[src/rtl/issue_queue.sv]
// ============================================================================
// issue_queue
// ----------------------------------------------------------------------------
// Out-of-order issue queue sitting directly behind the rename stage. Renamed
// instructions are held together with their physical source tags and operand
// ready bits. Writeback tag broadcasts wake up waiting operands, and each
// cycle the oldest entry whose operands are both ready is offered to execute.
// A branch mispredict empties the whole queue.
//
// Storage is a compacting shift queue. Entry 0 is always the oldest, and the
// valid entries always occupy indices 0..count-1. When an entry issues, every
// younger entry moves down one slot.
//
// Configuration macro:
//   ISSUE_WAKEUP_BYPASS_EN - when defined, select also treats a source as ready
//                            if this cycle's writeback broadcast matches its
//                            tag. This allows back-to-back dependent issue.
//                            When undefined, select looks only at the stored
//                            ready bits, so a wakeup takes effect one cycle
//                            later. Capturing a wakeup at enqueue time works
//                            the same way in both builds.
//
// Parameters:
//   ENTRIES   - queue depth (power of two, >= 2)
//   PAYLOAD_W - opaque renamed-instruction payload width
//   PTAG_W    - physical register tag width
//
// Ports:
//   clk_i                - clock, all state updates on the rising edge
//   reset_i              - synchronous active-high reset
//   renamed_i            - renamed instruction payload
//   renamed_v_i          - payload valid
//   src1_tag_i/src2_tag_i- physical source tags
//   src1_rdy_i/src2_rdy_i- source already ready at rename
//   issue_rename_ready_o - queue can accept an instruction this cycle
//   wb_v_i               - writeback broadcast valid
//   wb_tag_i             - physical tag being written back
//   issued_o             - payload of the selected entry
//   issued_v_o           - selected entry valid
//   exec_issue_ready_i   - execute accepts the selected entry this cycle
//   mispredict_i         - flush every entry
// ============================================================================

`ifndef RENAMED_INSTRUCTION_WIDTH
`define RENAMED_INSTRUCTION_WIDTH 32
`endif

module issue_queue #(
    parameter int ENTRIES   = 8,
    parameter int PAYLOAD_W = `RENAMED_INSTRUCTION_WIDTH,
    parameter int PTAG_W    = 6
) (
    input  logic                 clk_i,
    input  logic                 reset_i,
    input  logic [PAYLOAD_W-1:0] renamed_i,
    input  logic                 renamed_v_i,
    input  logic [PTAG_W-1:0]    src1_tag_i,
    input  logic [PTAG_W-1:0]    src2_tag_i,
    input  logic                 src1_rdy_i,
    input  logic                 src2_rdy_i,
    output logic                 issue_rename_ready_o,
    input  logic                 wb_v_i,
    input  logic [PTAG_W-1:0]    wb_tag_i,
    output logic [PAYLOAD_W-1:0] issued_o,
    output logic                 issued_v_o,
    input  logic                 exec_issue_ready_i,
    input  logic                 mispredict_i
);

    localparam int IDX_W = $clog2(ENTRIES);
    localparam int CNT_W = IDX_W + 1;

    // ------------------------------------------------------------------------
    // Registered entry state
    // ------------------------------------------------------------------------
    logic [PAYLOAD_W-1:0] r_payload [ENTRIES];
    logic [PTAG_W-1:0]    r_tag1    [ENTRIES];
    logic [PTAG_W-1:0]    r_tag2    [ENTRIES];
    logic [ENTRIES-1:0]   r_rdy1;
    logic [ENTRIES-1:0]   r_rdy2;
    logic [ENTRIES-1:0]   r_valid;
    logic [CNT_W-1:0]     r_count;

    // ------------------------------------------------------------------------
    // Wakeup and select signals
    // ------------------------------------------------------------------------
    logic [ENTRIES-1:0]   w_hit1;
    logic [ENTRIES-1:0]   w_hit2;
    logic [ENTRIES-1:0]   w_rdy1_wk;
    logic [ENTRIES-1:0]   w_rdy2_wk;
    logic [ENTRIES-1:0]   w_sel_rdy1;
    logic [ENTRIES-1:0]   w_sel_rdy2;
    logic [ENTRIES-1:0]   w_eligible;
    logic                 w_sel_found;
    logic [IDX_W-1:0]     w_sel_idx;

    // ------------------------------------------------------------------------
    // Handshake signals
    // ------------------------------------------------------------------------
    logic                 w_enq;
    logic                 w_iss;
    logic [CNT_W-1:0]     w_enq_idx;
    logic [CNT_W-1:0]     w_nxt_count;
    logic                 w_new_rdy1;
    logic                 w_new_rdy2;

    // ------------------------------------------------------------------------
    // Views of the queue shifted down by one entry (entry i sees entry i+1),
    // used to compact the queue on issue, and the computed next state.
    // ------------------------------------------------------------------------
    logic [PAYLOAD_W-1:0] w_up_payload  [ENTRIES];
    logic [PTAG_W-1:0]    w_up_tag1     [ENTRIES];
    logic [PTAG_W-1:0]    w_up_tag2     [ENTRIES];
    logic [ENTRIES-1:0]   w_up_rdy1;
    logic [ENTRIES-1:0]   w_up_rdy2;
    logic [ENTRIES-1:0]   w_up_valid;

    logic [PAYLOAD_W-1:0] w_nxt_payload [ENTRIES];
    logic [PTAG_W-1:0]    w_nxt_tag1    [ENTRIES];
    logic [PTAG_W-1:0]    w_nxt_tag2    [ENTRIES];
    logic [ENTRIES-1:0]   w_nxt_rdy1;
    logic [ENTRIES-1:0]   w_nxt_rdy2;
    logic [ENTRIES-1:0]   w_nxt_valid;

    // Compare the writeback broadcast against every stored source tag. The
    // resulting hits always feed the stored ready bits, and in the bypass build
    // they also feed select directly.
    always_comb begin
        for (int i = 0; i < ENTRIES; i++) begin
            w_hit1[i] = wb_v_i && (wb_tag_i == r_tag1[i]);
            w_hit2[i] = wb_v_i && (wb_tag_i == r_tag2[i]);
        end
    end

    assign w_rdy1_wk = r_rdy1 | w_hit1;
    assign w_rdy2_wk = r_rdy2 | w_hit2;

`ifdef ISSUE_WAKEUP_BYPASS_EN
    assign w_sel_rdy1 = w_rdy1_wk;
    assign w_sel_rdy2 = w_rdy2_wk;
`else
    assign w_sel_rdy1 = r_rdy1;
    assign w_sel_rdy2 = r_rdy2;
`endif

    assign w_eligible = r_valid & w_sel_rdy1 & w_sel_rdy2;

    // Priority select of the lowest-index eligible entry. Scanning from the top
    // down lets the last (lowest) hit win.
    always_comb begin
        w_sel_found = 1'b0;
        w_sel_idx   = '0;
        for (int i = ENTRIES - 1; i >= 0; i--) begin
            if (w_eligible[i]) begin
                w_sel_found = 1'b1;
                w_sel_idx   = IDX_W'(i);
            end
        end
    end

    // Outputs come only from registered state plus mispredict/reset (and the
    // broadcast in the bypass build). exec_issue_ready_i never reaches them.
    assign issued_o             = r_payload[w_sel_idx];
    assign issued_v_o           = w_sel_found && !mispredict_i && !reset_i;
    assign issue_rename_ready_o = !reset_i && (r_count < CNT_W'(ENTRIES));

    // Handshakes. A same-cycle issue does not free a slot for enqueue, because
    // the ready flag above uses only the registered count.
    assign w_enq       = renamed_v_i && issue_rename_ready_o && !mispredict_i;
    assign w_iss       = issued_v_o && exec_issue_ready_i;
    assign w_enq_idx   = w_iss ? (r_count - CNT_W'(1)) : r_count;
    assign w_nxt_count = r_count + CNT_W'(w_enq) - CNT_W'(w_iss);

    // Operand readiness at enqueue also captures a matching broadcast in the
    // same cycle, so that wakeup is never lost.
    assign w_new_rdy1 = src1_rdy_i | (wb_v_i && (wb_tag_i == src1_tag_i));
    assign w_new_rdy2 = src2_rdy_i | (wb_v_i && (wb_tag_i == src2_tag_i));

    // Build the shifted-down view. The top slot has nothing above it, so it
    // becomes empty when it shifts.
    assign w_up_rdy1  = w_rdy1_wk >> 1;
    assign w_up_rdy2  = w_rdy2_wk >> 1;
    assign w_up_valid = r_valid >> 1;

    always_comb begin
        for (int i = 0; i < ENTRIES - 1; i++) begin
            w_up_payload[i] = r_payload[i+1];
            w_up_tag1[i]    = r_tag1[i+1];
            w_up_tag2[i]    = r_tag2[i+1];
        end
        w_up_payload[ENTRIES-1] = '0;
        w_up_tag1[ENTRIES-1]    = '0;
        w_up_tag2[ENTRIES-1]    = '0;
    end

    // Next state for each entry:
    //   - at or above the issuing slot, take the younger neighbour (already
    //     carrying its wakeup update);
    //   - otherwise keep the entry and OR in this cycle's wakeup;
    //   - the enqueue slot (count, or count-1 when an issue happens the same
    //     cycle) is then overwritten with the new instruction.
    always_comb begin
        for (int i = 0; i < ENTRIES; i++) begin
            if (w_iss && (i >= int'(w_sel_idx))) begin
                w_nxt_payload[i] = w_up_payload[i];
                w_nxt_tag1[i]    = w_up_tag1[i];
                w_nxt_tag2[i]    = w_up_tag2[i];
                w_nxt_rdy1[i]    = w_up_rdy1[i];
                w_nxt_rdy2[i]    = w_up_rdy2[i];
                w_nxt_valid[i]   = w_up_valid[i];
            end else begin
                w_nxt_payload[i] = r_payload[i];
                w_nxt_tag1[i]    = r_tag1[i];
                w_nxt_tag2[i]    = r_tag2[i];
                w_nxt_rdy1[i]    = w_rdy1_wk[i];
                w_nxt_rdy2[i]    = w_rdy2_wk[i];
                w_nxt_valid[i]   = r_valid[i];
            end

            if (w_enq && (w_enq_idx == CNT_W'(i))) begin
                w_nxt_payload[i] = renamed_i;
                w_nxt_tag1[i]    = src1_tag_i;
                w_nxt_tag2[i]    = src2_tag_i;
                w_nxt_rdy1[i]    = w_new_rdy1;
                w_nxt_rdy2[i]    = w_new_rdy2;
                w_nxt_valid[i]   = 1'b1;
            end
        end
    end

    // State registers. Reset and mispredict both empty the queue. Only the
    // valid bits and the count need clearing, since every other field is
    // ignored while its entry is invalid.
    always_ff @(posedge clk_i) begin
        if (reset_i || mispredict_i) begin
            r_valid <= '0;
            r_count <= '0;
        end else begin
            r_valid <= w_nxt_valid;
            r_count <= w_nxt_count;
        end
        r_rdy1 <= w_nxt_rdy1;
        r_rdy2 <= w_nxt_rdy2;
        for (int i = 0; i < ENTRIES; i++) begin
            r_payload[i] <= w_nxt_payload[i];
            r_tag1[i]    <= w_nxt_tag1[i];
            r_tag2[i]    <= w_nxt_tag2[i];
        end
    end

endmodule

[config.mk]
export PLATFORM = sky130hd
export DESIGN_NAME = issue_queue
export DESIGN_NICKNAME = d
export VERILOG_FILES = /design/src/rtl/issue_queue.sv
export SDC_FILE = /design/constraint.sdc
export NUM_CORES = 1
export LEC_CHECK = 0
export ABC_CLOCK_PERIOD_IN_PS = 8800
export BUFFER_PORTS_ARGS = -buffer_cell sky130_fd_sc_hd__buf_2
export CAP_MARGIN = 40
export CELL_PAD_IN_SITES_DETAIL_PLACEMENT = 1
export CELL_PAD_IN_SITES_GLOBAL_PLACEMENT = 2
export CORE_ASPECT_RATIO = 0.75
export CORE_MARGIN = 2
export CORE_UTILIZATION = 44
export DETAILED_ROUTE_END_ITERATION = 12
export MAX_ROUTING_LAYER = met4
export PLACE_DENSITY = 0.89
export REMOVE_ABC_BUFFERS = 1
export SLEW_MARGIN = 5
export SYNTH_ARGS = -nofsm -noshare
export SYNTH_HDL_FRONTEND = slang
export SYNTH_SLANG_ARGS = --single-unit
[constraint.sdc]
create_clock -name clk_i -period 8.8 [get_ports clk_i]
set_input_delay 0.88 -clock clk_i [delete_from_list [all_inputs] [get_ports clk_i]]
set_output_delay 0.88 -clock clk_i [all_outputs]
set_load 0.02 [all_outputs]
==> qor.yml, run 1 <==
drc: 0
p_leak_uw: 0.00804
period_minus_slack_ns: 4.62
synth_cells: 1379
endpoint: "issued_o[17]"
synth_ff_type: "edfxtp_1"
place_congestion: 0.889
clock-sinks: 380
reg2reg_from: "r_count[1]"
setup.worst_path.start: "r_rdy1[4]"
slew_violations: 0
clk_pin_slew_ns: 0.06
peakVddDrop_uv: 141
synth.distinct_cells: 58
reg2reg_to: "r_payload[0][20]"
fp.dieArea_um2: 48300
grtUsageTotal_pct: 22.7
syn-cell-area_um2: 20500
clockBufferDepth: 3
num_rows: 68
cts_root_buf: "clkbuf_16"
final-setup-viol-count: 0
syn_avg_cell_area_um2: 14.8
synth_edf_count: 352
ant_nets: 0
nets: 1508
vias_per_cell: 5.77
final_common_cell: "edfxtp_1"
antenna_found_initial: 2
io_buffers: 91
rsz0062_at_grt: "no"
fp.dieH_um: 191
firstDrtPassIters: 5
drt_wl_total_um: 53000
rrSetupSlack_ns: 4.75
post_cts_resized: 0
instances_no_fill: 2071
start_util_pct: 44.5
drv_cap: 0
dpl.hpwl_um: 32400
status: "finished clean"
grt_pass1_wl_um: 81000
grt_max_degree: 54
fin_tns_setup_ns: 0
critPathMaxFanout: 53
required_ns: 7.92
drt_iter0_drc: 805
start_kind: "flop"
min_period_over_period_pct: 52.6
ys_seq_elements: 380
slew_headroom_pct: 37.2
hold_class: "reg2reg"
holdWs_ns: 0.492
layout_common_cells: "edfxtp_1, mux2_2, mux2i_1, buf_2, xor2_1"
top_level_ports: 92
finalClockSkew_ns: 0.0144
clk_latency_ns: 0.55
fp.coreArea_um2: 45900
final_area_um2: 22700
crit_arrival_ns: 3.74
worst_slew_pin_slew_ns: 0.940
chipWidth_um: 253
p_per_area_nw_per_um2: 167
ctsHoldBuffers: 0
hold_viol_final: 0
placed_area_um2: 21500
vias: 12000
reg2regPathDepth: 10
cp-end-kind: "primary output"
cts_tree: "yes"
h-tree-depth: 2
grt_pass1_vias: 13000
grt-ovfl-total: 0
yosysWarnings: 0
worstSetupPathType: "reg2out"
wl_per_cell_um: 25.6
area_growth_pct: 11.1
layout-drive-gt1-share_pct: 35.4
cts_setup_buffers: 0
async_reset_ff_share_pct: 0
post-place-cells: 1993
ys_seq_area_share_pct: 54.4
utilization_pct: 49.5
cts_buffers: 41
max_freq_mhz: 216
-- worst min path at each step --
stage / start / end / cells past startpoint
2_1_floorplan: r_valid[4] / r_valid[3] / 2
3_3_place_gp: r_valid[0] / r_valid[0] / 2
3_5_place_dp: r_valid[4] / r_valid[3] / 2
4_1_cts: r_valid[4] / r_valid[3] / 2
5_1_grt: r_valid[4] / r_valid[3] / 2
6_report: r_valid[4] / r_valid[3] / 2
-- area by class of cell --
class / count / area [um2]
fillers: 4486 / 23200
flip-flops and latches: 380 / 11100
multi-input cells: 895 / 8860
clock buffers: 45 / 1040
well taps: 595 / 744
repair buffers: 116 / 726
clock inverters: 30 / 194
inverters: 8 / 30.0
diodes: 2 / 5.00
-- worst max-delay path: stages, from the launching register on --
cell and delay [ns]:
dfxtp_1 0.35, and3_1 0.23, a211oi_1 0.46, o21ba_4 0.40, buf_4 0.77, mux2i_1 0.31, mux2i_1 0.14, mux2_2 0.32
buf_2 0.16
-- power breakdown --
| group | internal, uW | switching [uW] | leakage, uW | total (uW) |
|---|---|---|---|---|
| Sequential | 1980 | 24.8 | 0.00350 | 2000 |
| Combinational | 69.1 | 117 | 0.00394 | 186 |
| Clock | 887 | 729 | 0.000606 | 1620 |
| Total | 2930 | 871 | 0.00804 | 3800 |
-- kinds of logic after synthesis --
| family | share of synthesized area, % |
|---|---|
| muxes | 31.0 |
| DFF | 54.4 |
| and+or+nand+nor | 4.39 |
| xor gates and xnor gates | 4.75 |
| buffers and inverters | 2.71 |
| AOI/OAI and AO/OA | 2.27 |
| adders and majority gates | 0.526 |
-- cell usage after synthesis (4+ instances only) --
cell	n	area share (%)
edfxtp_1	352	52
mux2_2	238	13
mux2i_1	218	11
xor2_1	83	3.6
mux2_4	80	5.9
and2_1	50	1.5
buf_2	41	1.0
dfxtp_1	28	2.7
xnor2_1	28	1.2
clkbuf_1	27	0.50
nor2_1	25	0.46
nand2_1	23	0.42
mux2_1	22	1.2
nor3_1	16	0.39
buf_6	15	0.83
buf_1	13	0.24
a41o_1	10	0.49
a21oi_1	9	0.22
nand3_1	8	0.20
ha_1	7	0.43
inv_1	7	0.13
a31oi_1	6	0.18
nand3_2	6	0.29
nand4_1	6	0.18
o21ai_0	6	0.15
a41oi_1	4	0.17
and3_1	4	0.12
nand2b_1	4	0.12
nor4_1	4	0.12
o211ai_1	4	0.15
-- stage by stage --
| step | total power (uW) | setup WS, ns |
|---|---|---|
| floorplan | 2120 | 2.42 |
| global placement | 2210 | 4.38 |
| detailed placement | 2220 | 4.39 |
| CTS | 3840 | 4.16 |
| global route | 3920 | 4.01 |
| finish | 3800 | 4.18 |
-- metal layers --
layer	vias to the layer above	wire [um]	track usage, %
li1	5353	-	-
met1	6218	24700	30.4
met5	-	0	-
met3	91	2390	3.29
met2	293	24800	36.2
met4	0	1160	5.96
-- registers in the layout, summed over array words and instances (netlist names) --
signal / flops
r_count: 4
r_payload: 256
r_rdy1: 8
r_rdy2: 8
r_tag1: 48
r_tag2: 48
r_valid: 8
No activity file was read; power rests on OpenSTA's default activity.
==> inputs of run 2 (changes only) <==
--- a/config.mk
+++ b/config.mk
@@ -5,7 +5,7 @@
 export SDC_FILE = /design/constraint.sdc
 export NUM_CORES = 1
 export LEC_CHECK = 0
-export ABC_CLOCK_PERIOD_IN_PS = 8800
+export ABC_CLOCK_PERIOD_IN_PS = 4400
 export BUFFER_PORTS_ARGS = -buffer_cell sky130_fd_sc_hd__buf_2
 export CAP_MARGIN = 40
 export CELL_PAD_IN_SITES_DETAIL_PLACEMENT = 1
==> constraint.sdc (replaced) <==
create_clock -name clk_i -period 4.4 [get_ports clk_i]
set_input_delay 0.44 -clock clk_i [delete_from_list [all_inputs] [get_ports clk_i]]
set_output_delay 0.44 -clock clk_i [all_outputs]
set_load 0.02 [all_outputs]
==> run 2 against run 1 <==
Non-clock buffer count increased by 10. Clock power is 96% higher. Global-route usage about the same. Final area is 0.40% higher. Power increased by 98%. Via count increased by 0.51%. Hold slack got worse by 0.29 ns. Largest cell class unchanged.
==> qor.yml, run 2 (synthesized netlist as in run 1, its figures left out) <==
io_buffers: 91  # unchanged
ant_nets: 0  # unchanged
min_period_over_period_pct: 88.7
cts_setup_buffers: 0  # unchanged
dpl.hpwl_um: 33100  # +2.0%
crit_arrival_ns: 3.46  # -0.28 ns
p_leak_uw: 0.00807  # +0.35%
fin_ws_ns: 0.496  # -3.68 ns
clockBufferDepth: 3  # unchanged
dp_worst_setup_slack_ns: 0.772  # -3.62 ns
layout_common_cells: "edfxtp_1, mux2_2, mux2i_1, buf_2, xor2_1"
fp.dieArea_um2: 48300  # unchanged
chipWidth_um: 253  # unchanged
utilization_pct: 49.7  # +0.20 points
antenna_found_initial: 3  # +1
drt_iter0_drc: 718  # -11%
clock-sinks: 380  # unchanged
top_level_ports: 92  # unchanged
layout-drive-gt1-share_pct: 35.3  # -0.12 points
wl_per_cell_um: 25.5  # -0.32%
cts_root_buf: "clkbuf_16"
nets: 1517  # +0.60%
critical-path-top-delay-family: "compound AO/OA/AOI/OAI gates"
p_per_area_nw_per_um2: 331  # +98%
drv_cap: 0  # unchanged
clk_latency_ns: 0.55  # about the same
place_congestion: 0.846  # -4.8%
fp.dieH_um: 191  # unchanged
clk_pin_slew_ns: 0.06  # about the same
hold_viol_final: 0  # unchanged
post_cts_resized: 0  # unchanged
final_area_um2: 22800  # +0.40%
status: "finished clean"
fp.coreArea_um2: 45900  # unchanged
period_minus_slack_ns: 3.90
hold_class: "in2reg"
peakVddDrop_uv: 249  # +76%
grt_max_degree: 52  # -3.7%
grt_pass1_wl_um: 81000  # about the same
start_kind: "flop"
num_rows: 68  # unchanged
worstSetupPathType: "reg2out"
critPathMaxFanout: 51  # -3.8%
grt-ovfl-total: 0  # unchanged
rsz0062_at_grt: "no"
cp_common_cell: "mux2i_1"
crit_slowest_cell: "a211oi_1"
path_buf_inv: 2  # unchanged
cp-end-kind: "primary output"
placed_area_um2: 21700  # +0.77%
top_register: "r_payload"
slew_headroom_pct: 36.3  # -0.84 points
required_ns: 3.96  # -3.96 ns
path_cells: "nand3_1, a211oi_1, o21ba_4, buf_12, mux2i_1, mux2i_1, mux2_2, buf_2"
final-setup-viol-count: 0  # unchanged
final_common_cell: "edfxtp_1"
drc: 0  # unchanged
h-tree-depth: 2  # unchanged
grt_pass1_vias: 13100  # +0.88%
cts_buffers: 40  # -2.4%
crit_path_max_incr_delay_ns: 0.52  # -0.25 ns
ctsHoldBuffers: 0  # unchanged
grtUsageTotal_pct: 22.6  # -0.050 points
slew_violations: 0  # unchanged
worst_slew_pin_slew_ns: 0.953  # +0.0133 ns
firstDrtPassIters: 5  # unchanged
drt_wl_total_um: 52900  # -0.18%
vias: 12000  # +0.51%
finalClockSkew_ns: 0.0149  # +0.000449 ns
largest_registers: "r_payload: 256 flops, r_tag1: 48 flops, r_tag2: 48 flops"
vias_per_cell: 5.79  # +0.36%
max_freq_mhz: 256
fin_tns_setup_ns: 0  # unchanged
fill_cells: 4495  # +0.20%
largest_reg_flops: 256  # unchanged
cts_tree: "yes"
area_growth_pct: 11.6
start_util_pct: 44.5  # unchanged
[run 2: cell count changes in the layout (fill, tap and decap cells not counted), sizes merged]
cell,before,now
clkinvlp,2,0
clkbuf,45,54
buf,116,126
clkinv,26,10
diode,2,3
inv,9,10
[run 2: metrics by stage]
stage	total power, uW	std cells	hold slack, ns
4_1_cts	7610	2071	0.185
2_1_floorplan	4250	1283	0.458
3_5_place_dp	4440	2004	0.488
3_3_place_gp	4430	2002	0.477
6_report	7550	2074	0.201
5_1_grt	7770	2074	0.206
[run 2: where the power goes]
part,internal (uW),switching [uW],leakage (uW)
registers,3950,47.2,0.00350
clock network,1760,1410,0.000567
logic,141,234,0.00400
total,5860,1690,0.00807
[run 2: worst paths after layout]
check                           slack, ns         start  depth (start not counted)           end
worst max-delay path                 0.50     r_rdy2[7]                          8  issued_o[14]
worst min-delay path                 0.20  mispredict_i                          3    r_valid[7]
worst max register to register       0.76    r_count[1]                         11  r_tag2[1][9]
worst min register to register       0.50    r_valid[0]                          2    r_valid[0]
[run 2: cell type report]
type,count,area (um2),share of cell area (%)
multi-input cells,895,8860,38.8
clock buffers,54,1070,4.71
inverters,8,30.0,0.132
well taps,595,744,3.26
repair buffers,126,886,3.88
clock inverters,13,88.8,0.389
diodes,3,7.51,0.0329
flip-flops and latches,380,11100,48.8
[run 2: worst register-to-register path, delay by kind of cell (launching register included)]
kind            cells  cell delay [ns]
buf+inv             4             1.35
compound gates      3             0.75
flops               1             0.44
mux                 1             0.44
fa+ha+maj           1             0.23
simple gates        2             0.18
[run 2: routing by layer]
| layer | track usage [%] | vias to the layer above | share of wire [%] |
|---|---|---|---|
| li1 | - | 5370 | - |
| met1 | 30.5 | 6304 | 47 |
| met2 | 36.6 | 264 | 47 |
| met3 | 3.06 | 78 | 4.1 |
| met4 | 4.82 | 0 | 1.7 |
| met5 | - | - | 0 |
